[config.mk]
export PLATFORM = sky130hd
export DESIGN_NAME = conv_kern_ctrl
export DESIGN_NICKNAME = d
export VERILOG_FILES = /design/src/rtl/conv_kern_ctrl_pkg.sv /design/src/rtl/conv_kern_ctrl_loop_cnt.sv /design/src/rtl/conv_kern_ctrl.sv
export SDC_FILE = /design/constraint.sdc
export NUM_CORES = 1
export LEC_CHECK = 0
export ABC_CLOCK_PERIOD_IN_PS = 4300
export BUFFER_PORTS_ARGS = -buffer_cell sky130_fd_sc_hd__buf_2
export CORE_MARGIN = 2
export CORE_UTILIZATION = 60
export CTS_BUF_LIST = sky130_fd_sc_hd__clkbuf_16
export CTS_CLUSTER_SIZE = 16
export DETAILED_ROUTE_END_ITERATION = 16
export MAX_ROUTING_LAYER = met4
export PLACE_DENSITY = 0.88
export RECOVER_POWER = 25
export SYNTH_ARGS = -nofsm -noshare
export SYNTH_HDL_FRONTEND = slang
export SYNTH_SLANG_ARGS = --single-unit
[constraint.sdc]
create_clock -name clk -period 4.3 [get_ports clk]
set_clock_uncertainty 0.05 [all_clocks]
set_input_delay 0.86 -clock clk [delete_from_list [all_inputs] [get_ports clk]]
set_output_delay 0.86 -clock clk [all_outputs]
set_load 0.02 [all_outputs]
[src/rtl/conv_kern_ctrl_pkg.sv]
// Shared definitions for the convolution kernel controller: state encoding,
// default geometry and the beat-count helper.
package conv_kern_ctrl_pkg;

    localparam int DEF_N         = 16;
    localparam int DEF_ADDR_BITS = 16;
    localparam int BEAT_W        = 9;   // wide enough for 256 channels at N=1

    typedef enum logic [1:0] {
        ST_IDLE  = 2'd0,
        ST_ISSUE = 2'd1,
        ST_DRAIN = 2'd2,
        ST_DONE  = 2'd3
    } state_t;

    // Input-channel count 0 stands for 256; result is ceil(in_ch / n).
    function automatic logic [BEAT_W-1:0] calc_beats(input logic [7:0] in_ch, input int n);
        int eff;
        eff = (in_ch == 8'd0) ? 256 : int'(in_ch);
        return BEAT_W'((eff + n - 1) / n);
    endfunction

endpackage

[src/rtl/conv_kern_ctrl_loop_cnt.sv]
// Nested pixel / output-channel / beat counter (beat innermost) with
// wrap flags for each level and a flag for the very last beat of the job.
module conv_loop_cnt
    import conv_kern_ctrl_pkg::*;
(
    input  logic              clk,
    input  logic              rstn,
    input  logic              clear,
    input  logic              en,
    input  logic [BEAT_W-1:0] beats,
    input  logic [7:0]        out_ch,
    input  logic [15:0]       num_pix,
    output logic [7:0]        oc,
    output logic              wrap_beat,
    output logic              wrap_oc,
    output logic              last
);

    localparam logic [BEAT_W-1:0] ONE_B = 1;

    logic [BEAT_W-1:0] beat_reg;
    logic [7:0]        oc_reg;
    logic [15:0]       pix_reg;

    assign wrap_beat = (beat_reg == beats - ONE_B);
    assign wrap_oc   = (oc_reg == out_ch - 8'd1);
    assign last      = wrap_beat && wrap_oc && (pix_reg == num_pix - 16'd1);
    assign oc        = oc_reg;

    always_ff @(posedge clk or negedge rstn) begin
        if (!rstn) begin
            beat_reg <= '0;
            oc_reg   <= '0;
            pix_reg  <= '0;
        end else if (clear) begin
            beat_reg <= '0;
            oc_reg   <= '0;
            pix_reg  <= '0;
        end else if (en) begin
            if (!wrap_beat) begin
                beat_reg <= beat_reg + ONE_B;
            end else begin
                beat_reg <= '0;
                if (!wrap_oc) begin
                    oc_reg <= oc_reg + 8'd1;
                end else begin
                    oc_reg  <= '0;
                    pix_reg <= pix_reg + 16'd1;
                end
            end
        end
    end

endmodule

[src/rtl/conv_kern_ctrl.sv]
// Convolution kernel controller: walks pixel/out-channel/beat loops, issues
// buffer addresses to the conv kernel and waits for every result before done.
module conv_kern_ctrl
    import conv_kern_ctrl_pkg::*;
#(
    parameter int N         = DEF_N,
    parameter int ADDR_BITS = DEF_ADDR_BITS
) (
    input  logic                 clk,
    input  logic                 rstn,
    input  logic                 start,
    input  logic [7:0]           cfg_in_ch,
    input  logic [7:0]           cfg_out_ch,
    input  logic [15:0]          cfg_num_pix,
    input  logic                 cfg_is_conv3x3,
    input  logic                 src_rdy,
    input  logic                 acc_vld,
    output logic                 kern_vld,
    output logic                 kern_is_conv3x3,
    output logic [ADDR_BITS-1:0] fb_addr,
    output logic [ADDR_BITS-1:0] wb_addr,
    output logic [7:0]           param_addr,
    output logic                 busy,
    output logic                 done
);

    localparam logic [ADDR_BITS-1:0] ONE_A = 1;

    state_t                state_reg;
    logic [BEAT_W-1:0]     beats_reg;
    logic [7:0]            out_ch_reg;
    logic [15:0]           num_pix_reg;
    logic [23:0]           total_reg;
    logic [23:0]           res_cnt_reg;
    logic [23:0]           res_cnt_next;
    logic [ADDR_BITS-1:0]  fb_addr_reg;
    logic [ADDR_BITS-1:0]  wb_addr_reg;
    logic [ADDR_BITS-1:0]  pix_base_reg;
    logic                  mode_reg;
    logic                  accept;
    logic                  issue;
    logic                  empty_cfg;
    logic                  wrap_beat;
    logic                  wrap_oc;
    logic                  last_beat;
    logic [7:0]            oc;

    assign accept       = (state_reg == ST_IDLE) && start;
    assign issue        = (state_reg == ST_ISSUE) && src_rdy;
    assign empty_cfg    = (cfg_out_ch == 8'd0) || (cfg_num_pix == 16'd0);
    assign res_cnt_next = res_cnt_reg + {23'd0, acc_vld};

    conv_loop_cnt u_loop (
        .clk       (clk),
        .rstn      (rstn),
        .clear     (accept),
        .en        (issue),
        .beats     (beats_reg),
        .out_ch    (out_ch_reg),
        .num_pix   (num_pix_reg),
        .oc        (oc),
        .wrap_beat (wrap_beat),
        .wrap_oc   (wrap_oc),
        .last      (last_beat)
    );

    always_ff @(posedge clk or negedge rstn) begin
        if (!rstn) begin
            state_reg    <= ST_IDLE;
            beats_reg    <= '0;
            out_ch_reg   <= '0;
            num_pix_reg  <= '0;
            total_reg    <= '0;
            res_cnt_reg  <= '0;
            fb_addr_reg  <= '0;
            wb_addr_reg  <= '0;
            pix_base_reg <= '0;
            mode_reg     <= 1'b0;
        end else begin
            case (state_reg)
                ST_IDLE: begin
                    if (start) begin
                        beats_reg    <= calc_beats(cfg_in_ch, N);
                        out_ch_reg   <= cfg_out_ch;
                        num_pix_reg  <= cfg_num_pix;
                        total_reg    <= 24'(cfg_num_pix) * 24'(cfg_out_ch);
                        mode_reg     <= cfg_is_conv3x3;
                        res_cnt_reg  <= '0;
                        fb_addr_reg  <= '0;
                        wb_addr_reg  <= '0;
                        pix_base_reg <= '0;
                        state_reg    <= empty_cfg ? ST_DONE : ST_ISSUE;
                    end
                end
                ST_ISSUE: begin
                    res_cnt_reg <= res_cnt_next;
                    if (issue) begin
                        // Addresses are stepped incrementally instead of multiplied:
                        // a new channel rewinds fb to the pixel base, a new pixel rewinds wb.
                        if (!wrap_beat) begin
                            fb_addr_reg <= fb_addr_reg + ONE_A;
                            wb_addr_reg <= wb_addr_reg + ONE_A;
                        end else if (!wrap_oc) begin
                            fb_addr_reg <= pix_base_reg;
                            wb_addr_reg <= wb_addr_reg + ONE_A;
                        end else begin
                            fb_addr_reg  <= fb_addr_reg + ONE_A;
                            pix_base_reg <= fb_addr_reg + ONE_A;
                            wb_addr_reg  <= '0;
                        end
                        if (last_beat) begin
                            state_reg <= ST_DRAIN;
                        end
                    end
                end
                ST_DRAIN: begin
                    res_cnt_reg <= res_cnt_next;
                    if (res_cnt_next >= total_reg) begin
                        state_reg <= ST_DONE;
                    end
                end
                ST_DONE:  state_reg <= ST_IDLE;
                default:  state_reg <= ST_IDLE;
            endcase
        end
    end

    assign kern_vld        = issue;
    assign kern_is_conv3x3 = mode_reg;
    assign fb_addr         = fb_addr_reg;
    assign wb_addr         = wb_addr_reg;
    assign param_addr      = oc;
    assign busy            = (state_reg != ST_IDLE);
    assign done            = (state_reg == ST_DONE);

endmodule
======== Word-level counts from Yosys, hierarchy flattened ========
Cells that the tools add are included.
storage, ports and cells
  bits in registers ....................... 165
  bits in latches ......................... 0
  bits in writable memories ............... 0
  bits in read-only memories .............. 0
  memories kept ........................... 0
operators by class
  $add $sub $neg .......................... 12
  multipliers ............................. 1
  divide/modulo/power cells ............... 0
  magnitude comparators ................... 1
  eq/ne operators ......................... 11
  shift operators ......................... 0
  muxes and demuxes ....................... 32
  bitwise gates (word level) .............. 1
  reduce and logical (&&, ||, !) cells .... 24
operators by type and width
  cell                     number
  $mux W16                 13
  $pmux W16 S2             3
  $add A16 B1 Y16 const B  3
  $pmux W24 S2             1
  $mux W9                  4
  $mux W8                  4
  $add A24 B1 Y24          1
  $ge A24 B24 Y1           1
  $mul A16 B8 Y24          1
  $mux W24                 1
  $eq A16 B16 Y1           1
  $logic_not A16 Y1        1
  $logic_not A8 Y1         2
  $sub A16 B1 Y16 const B  1
  $reduce_bool A2 Y1       6
  $sub A10 B1 Y11 const B  1
  $add A9 B5 Y10 const B   1
  $mux W2                  5
  $add A9 B1 Y9            1
  $add A9 B1 Y9 const B    1
  $eq A9 B9 Y1             1
  $sub A9 B1 Y9 const B    1
  $add A8 B1 Y8 const B    1
  $eq A8 B8 Y1             1
  other kinds (15)         26

======== Depth between registers and ports, before layout ========
Gate-level depths: netlist of run 1.
  depth after elaboration ................. 7
  gate-level depth with buffers ........... 19
  mapped depth without buffers ............ 18

======== Hierarchy ========
Synthesis of run 1 repeated with hierarchy kept, for this count alone.
unflattened totals
  cell total of the unflattened synthesis .. 1,651
  area total of the unflattened synthesis .. 14,300.0 um^2
by module, submodules not included
  module          instances  cells an instance  area each (um^2)  seq. area each (um^2)
  conv_kern_ctrl  1          1,279              11,175.7          3,228.1
  conv_loop_cnt   1          372                3,124.2           825.8

======== Least setup slack after synthesis of run 1 ========
No wires, ideal clock.
  path type ............................... input port to flip-flop
  start point ............................. input port cfg_num_pix[0]
  end point ............................... register total_reg[22]
  library setup time ...................... 0.083 ns
  arrival ................................. 5.109 ns
  data required time ...................... 4.167 ns
  path slack .............................. -0.941 ns
  cell stages on the path ................. 18
  cell sequence ........................... clkbuf_1 > nand2_1 > fa_1 > fa_1 > inv_1 > fa_1 > inv_1 > fa_1 > inv_1 > ha_1 > o211ai_1 > o21a_1 > a211o_1 > a31o_2 > o21ai_0 > a211oi_1 > xor2_1 > o21ai_0
between the ends
  longest elaborated chain between the ends .. 1
ends and longest elaborated chain
  item                  RTL line              source
  from (decl)           conv_kern_ctrl.sv:14  input logic [15:0] cfg_num_pix,
  $mul A16 B8 Y24       conv_kern_ctrl.sv:86  total_reg <= 24'(cfg_num_pix) * 24'(cfg_out_ch);
  to (signal assigned)  conv_kern_ctrl.sv:86
  to (decl)             conv_kern_ctrl.sv:33  logic [23:0] total_reg;
No other way between the ends.
A chain may end at the register's enable or synchronous reset.

======== Worst setup path in the final report of run 1 ========
  start point ............................. input port cfg_out_ch[5]
  end point ............................... register total_reg[22]
between the ends
  longest elaborated chain between the ends .. 1
ends and longest elaborated chain
  item             RTL line              source
  from (decl)      conv_kern_ctrl.sv:13  input logic [7:0] cfg_out_ch,
  $mul A16 B8 Y24  conv_kern_ctrl.sv:86
No other way between the ends.

==> flow_metrics.tcl, run 1 <==
set metrics [dict create \
    wl_per_cell_um 20.5 \
    setup_ws_ns -0.726 \
    synthFlopType "dfrtp_1" \
    fillers 1451 \
    clockRootBuffer "clkbuf_16" \
    rows 55 \
    dr_total_vias 12900 \
    hold_viol_final 0 \
    worst_setup_path_start_kind "input port" \
    core_area_um2 22400 \
    yosys.area.top_type "dfrtp_1" \
    critical_path.max_fanout 5 \
    antenna_cells 0 \
    synth-xor-area-share 0.0668 \
    yosys-top-cells-count "214 x nand2_1, 162 x dfrtp_1, 154 x inv_1" \
    required_ns 4.55 \
    cp.arrival_ns 5.28 \
    drt-initial-drc-count 1632 \
    synthToLayoutAreaGrowth_pct 20.6 \
    async_flop_share 1.00 \
    ys_seq_elements 162 \
    crit_slowest_cell "fa_1" \
    port_buffers 81 \
    ys_warn_count 0 \
    peakVddDrop_mv 0.328 \
    cts.sinks 162 \
    worst_path_most_repeated_cell "fa_1" \
    synth_top_family_by_area "simple AND/OR/NAND/NOR gates" \
    initial_core_util 0.607 \
    rsz0062_at_grt "true" \
    syn_inst 1567 \
    synthesis.nets 1772 \
    drive_gt1_frac 0.204 \
    path_clk_slew_ns 0.07 \
    p_leak_nw 7.99 \
    grt-busiest-layer "met2" \
    power_density_nw_per_um2 447 \
    use_met3 0.0446 \
    path_cells "buf_12, buf_4, and2_1, fa_1, fa_1, fa_1, inv_1, fa_1, inv_1, ha_4, a21o_1, a21oi_2, nand2b_4, a31o_4, buf_6, o21ai_4, a211oi_2, xor2_1, o21ai_1" \
    io_pins 82 \
    synthAdderAreaFrac 0.200 \
    tritoncts "done" \
    setup_viol 14 \
    cts-htree-levels 4 \
    nets 1933 \
    grt_util_met1 0.415 \
    synthesis.area_um2 13600 \
    synth_compound_area_frac 0.145 \
    synth-simple-area-share 0.220 \
    grt_use_met2 0.547 \
    max_slew_margin -0.611 \
    ctsHoldBuffers 0 \
    grt_pass1_vias 12700 \
    synthMuxAreaShare 0.00744 \
    hold_path.class "reg2reg" \
    tightestPinTransition_ns 2.42 \
    crit_path_end_kind "flop" \
    grt_max_degree 97 \
    fmax_ghz 0.199 \
    slew_viol_final 97 \
    drt-total-wl_um 41400 \
    yosysMostFrequentCell "nand2_1" \
    place.gp.congestion 0.892 \
    cts_buffers 17 \
    grt.overflow.total 0 \
    dp_hpwl_um 25700 \
    grt_pass1_wl_um 62700 \
    total_power_w 0.00736 \
    timing.hold.ws_ns 0.434 \
    outcome "complete, but fails checks" \
    synthDistinctLibCells 62 \
    drc 0 \
    path_class "in2reg" \
    routed_via_density 6.37 \
    synth_top_area_frac 0.297 \
    seq_area_frac_synth 0.297 \
    synth_area_per_cell_um2 8.70 \
    die_x_um 155 \
    track_usage 0.335 \
    clk_latency_ns 0.44 \
    first_pass_iters 6 \
    die_area_um2 23900 \
    die_h_um 155 \
    yosys-top-cells-area "dfrtp_1 30%, fa_1 12%, ha_1 7.6%" \
    post-route-period-util 1.17 \
    finalCriticalPeriod_ns 5.03 \
    clockBufferDepth 2 \
    drtAntennaViolNets 0 \
    drv_cap 1 \
    antenna_found_initial 0 \
    max_stage_delay_ns 0.54 \
    synth_edf_count 0 \
    violations "max-capacitance violations, max-slew violations, negative setup slack" \
]
-- cell type report --
class	count	area (µm²)	share of cell area
repair buffers	211	1650	0.100
clock inverters	15	180	0.0110
multi-input cells	1181	9190	0.559
flip-flops and latches	162	4050	0.247
well taps	285	357	0.0217
inverters	155	582	0.0354
clock buffers	17	425	0.0259
-- cells in the final DEF, fill, tap and decap left out, drive strengths merged, types with 23 or more instances in the layout --
cell type / Yosys / final
clkbuf: 56 / 23
nand3: 48 / 48
a22o: 30 / 30
ha: 83 / 83
and2: 116 / 116
nor2: 56 / 56
xor2: 39 / 39
and3: 30 / 30
inv: 154 / 163
nand4: 23 / 23
a21oi: 38 / 38
nand2: 214 / 214
xnor2: 65 / 65
o21ai: 128 / 128
o31ai: 31 / 31
dfrtp: 162 / 162
fa: 84 / 84
buf: 13 / 205
-- stage by stage --
stage	cell area, µm²	setup WS (ns)	utilization	cells	setup TNS, ns
2_1_floorplan	14000	-0.547	-	1567	-4.52
3_3_place_gp	15100	-0.816	0.674	1971	-9.23
3_5_place_dp	15100	-0.936	0.674	1971	-11.15
4_1_cts	16100	-0.290	0.716	2012	-1.93
5_1_grt	16400	-0.806	0.733	2026	-7.57
6_report	16400	-0.726	0.733	2026	-6.25
-- worst paths after layout --
check	depth (start not counted)	slack (ns)	to	from
hold reg to reg	2	0.43	res_cnt_reg[0]	res_cnt_reg[0]
max in group asynchronous	1	1.69	res_cnt_reg[5]	rstn
setup reg to reg	15	0.24	state_reg[0]	res_cnt_reg[11]
min in group asynchronous	1	1.10	pix_base_reg[13]	rstn
hold / removal	2	0.43	res_cnt_reg[0]	res_cnt_reg[0]
setup / recovery	19	-0.73	total_reg[22]	cfg_out_ch[5]
-- metal layers --
| metal | part of all wire | up-vias |
|---|---|---|
| met5 | 0 | - |
| met4 | 0.055 | 0 |
| met3 | 0.081 | 227 |
| met2 | 0.48 | 860 |
| met1 | 0.38 | 6191 |
| li1 | - | 5623 |
-- worst max-delay path, delay by kind of cell --
| kind | cells | cell delay, ns |
|---|---|---|
| adders and majority gates | 5 | 2.28 |
| AOI/OAI and AO/OA | 6 | 1.09 |
| buffers and inverters | 5 | 0.48 |
| and+or+nand+nor | 2 | 0.36 |
| xor gates and xnor gates | 1 | 0.20 |
-- power by group --
part,switching (W),internal [W]
clock network,0.000736,0.000837
logic,0.00214,0.00190
registers,0.000140,0.00161
-- what timing repair did --
| item | CTS | global route |
|---|---|---|
| cloned | 0 | 4 |
| gates resized for setup | 75 | 62 |
| endpoints found under the setup margin | 13 | 18 |
| pin swaps | 42 | 52 |
| buffers inserted | 10 | 12 |
-- cells by family (layout without fill, tap and decap cells) --
logic type               count (synthesis)  after routing
AND/OR/NAND/NOR                        590            590
AO/OA/AOI/OAI                          310            310
buffers and inverters                  224            398
adder cells (fa/ha/maj)                167            167
flip-flops                             162            162
XOR/XNOR                               104            104
multiplexers                            10             10
Note: power is estimated with default switching activity, not from simulation.
==> run 2: changes to the inputs <==
--- a/config.mk
+++ b/config.mk
@@ -15,6 +15,7 @@
 export MAX_ROUTING_LAYER = met4
 export PLACE_DENSITY = 0.88
 export RECOVER_POWER = 25
+export SETUP_SLACK_MARGIN = 0.3
 export SYNTH_ARGS = -nofsm -noshare
 export SYNTH_HDL_FRONTEND = slang
 export SYNTH_SLANG_ARGS = --single-unit
==> run 2 against run 1 <==
  * The run still ends with max-capacitance violations, max-slew violations, negative setup slack left
  * Cell area is 1.3% lower
  * Utilization decreased by 0.93 points
  * Sequential share of layout area rose by 0.32 points
  * Via count shrank 3.3%
  * Critical path type unchanged
==> flow_metrics.tcl, run 2 (same netlist as run 1, synthesis figures left out) <==
set metrics [dict create \
    initial_core_util 0.607 \
    critical_path.max_fanout 6 \
    final_cell_mix "209 x nand2_1, 162 x dfrtp_1, 138 x inv_1" \
    crit_slowest_cell "fa_1" \
    routed_via_density 6.20 \
    final_common_cell "nand2_1" \
    clockBufferDepth 2 \
    grt_pass1_vias 12200 \
    cts.sinks 162 \
    grt_pass1_wl_um 59400 \
    max_stage_delay_ns 0.58 \
    dpl_cell_area_um2 15100 \
    cts_buffers 17 \
    drive_gt1_frac 0.202 \
    fillers 1450 \
    drc 0 \
    tightestPinTransition_ns 2.26 \
    worst_path_most_repeated_cell "buf_4" \
    drt-initial-drc-count 1326 \
    io_pins 82 \
    cts-htree-levels 4 \
    finalCriticalPeriod_ns 4.82 \
    max_slew_margin -0.507 \
    clk_latency_ns 0.44 \
    nets 1918 \
    drt-total-wl_um 38000 \
    hold_viol_final 0 \
    p_leak_nw 7.88 \
    die_x_um 155 \
    total_power_w 0.00725 \
    crit_path_end_kind "flop" \
    setup_ws_ns -0.523 \
    fmax_ghz 0.207 \
    die_area_um2 23900 \
    dr_total_vias 12500 \
    fin_setup_tns_ns -3.86 \
    dp_hpwl_um 25000 \
    met2WireLength_um 18600 \
    first_pass_iters 6 \
    die_h_um 155 \
    clockRootBuffer "clkbuf_16" \
    path_clk_slew_ns 0.06 \
    worst_setup_path_start_kind "input port" \
    violations "max-capacitance violations, max-slew violations, negative setup slack" \
    drv_cap 1 \
    wl_met3_um 2940 \
    rows 55 \
    grt.overflow.total 0 \
    timing.hold.ws_ns 0.437 \
    path_cells "buf_4, buf_4, and2_1, fa_2, fa_1, ha_1, inv_1, fa_1, inv_2, ha_4, o211ai_1, o21a_1, a211o_1, a31o_4, buf_4, o21ai_4, a211oi_2, xor2_1, o21ai_1" \
    antenna_found_initial 0 \
    port_buffers 81 \
    tritoncts "done" \
    wl_met1_um 15000 \
    track_usage 0.315 \
    path_class "in2reg" \
    design_area_um2 16200 \
    outcome "complete, but fails checks" \
    place.gp.congestion 0.918 \
    rsz0062_at_grt "true" \
    routed.top_layer "met4" \
    required_ns 4.55 \
    core_area_um2 22400 \
    wl_per_cell_um 18.9 \
    antenna_cells 0 \
    drtAntennaViolNets 0 \
    grt_max_degree 93 \
    ctsHoldBuffers 0 \
    cp.arrival_ns 5.08 \
    slew_viol_final 92 \
    power_density_nw_per_um2 447 \
    hold_path.class "reg2reg" \
    finish.utilization 0.724 \
    post-route-period-util 1.12 \
    synthToLayoutAreaGrowth_pct 19.1 \
    peakVddDrop_mv 0.293 \
    setup_viol 13 \
]
## run 2: cell types whose count changed in the layout (fill, tap and decap cells not counted), sizes merged
cell / delta
buf: -11
clkinvlp: -1
clkinv: +4
inv: -3
clkbuf: -4
## run 2: worst paths after layout
path                                     start               end  slack (ns)  depth (start not counted)
worst max register to register    beats_reg[2]   pix_base_reg[9]        0.64                          9
worst max-delay path            cfg_num_pix[2]     total_reg[22]       -0.52                         19
max in group asynchronous                 rstn     out_ch_reg[7]        1.83                          1
worst min register to register   total_reg[19]     total_reg[19]        0.44                          2
worst min-delay path             total_reg[19]     total_reg[19]        0.44                          2
min in group asynchronous                 rstn  pix_base_reg[13]        1.03                          1
## run 2: metrics by stage
step | setup WS (ns) | std cells
floorplan | -0.547 | 1567
global placement | -0.800 | 1963
detailed placement | -0.912 | 1963
CTS | -0.300 | 2002
global route | -0.590 | 2011
finish | -0.523 | 2011
## run 2: where the power goes
group          leakage, nW  switching (W)  internal [W]  total, W
registers             2.14       0.000143       0.00161   0.00175
logic                 5.46        0.00209       0.00194   0.00403
clock network        0.274       0.000668      0.000802   0.00147
## run 2: final cells by class
| class | count | area (µm²) | area share |
|---|---|---|---|
| clock inverter | 15 | 134 | 0.00825 |
| timing repair buffer | 196 | 1470 | 0.0906 |
| clock buffer | 17 | 425 | 0.0262 |
| tap | 285 | 357 | 0.0220 |
| inverter | 155 | 582 | 0.0358 |
| multi-input combinational | 1181 | 9210 | 0.567 |
| sequential | 162 | 4050 | 0.250 |
## run 2: layer usage
layer,vias to the layer above,track usage
li1,5586,-
met1,6045,0.398
met5,-,-
met3,168,0.0398
met2,673,0.521
met4,0,0.118
## run 2: repair_timing
| item | CTS | global route |
|---|---|---|
| endpoints found under the setup margin | 16 | 17 |
| pin swaps | 65 | 69 |
| cloned | 0 | 1 |
| buffers inserted | 7 | 8 |
| gates resized for setup | 81 | 56 |
## run 2: critical path: cells and delay by family
family / cells / cell delay (ns)
AOI/OAI and AO/OA: 7 / 1.25
xor gates and xnor gates: 1 / 0.16
adders and majority gates: 5 / 2.03
buffers and inverters: 5 / 0.59
and+or+nand+nor: 1 / 0.18
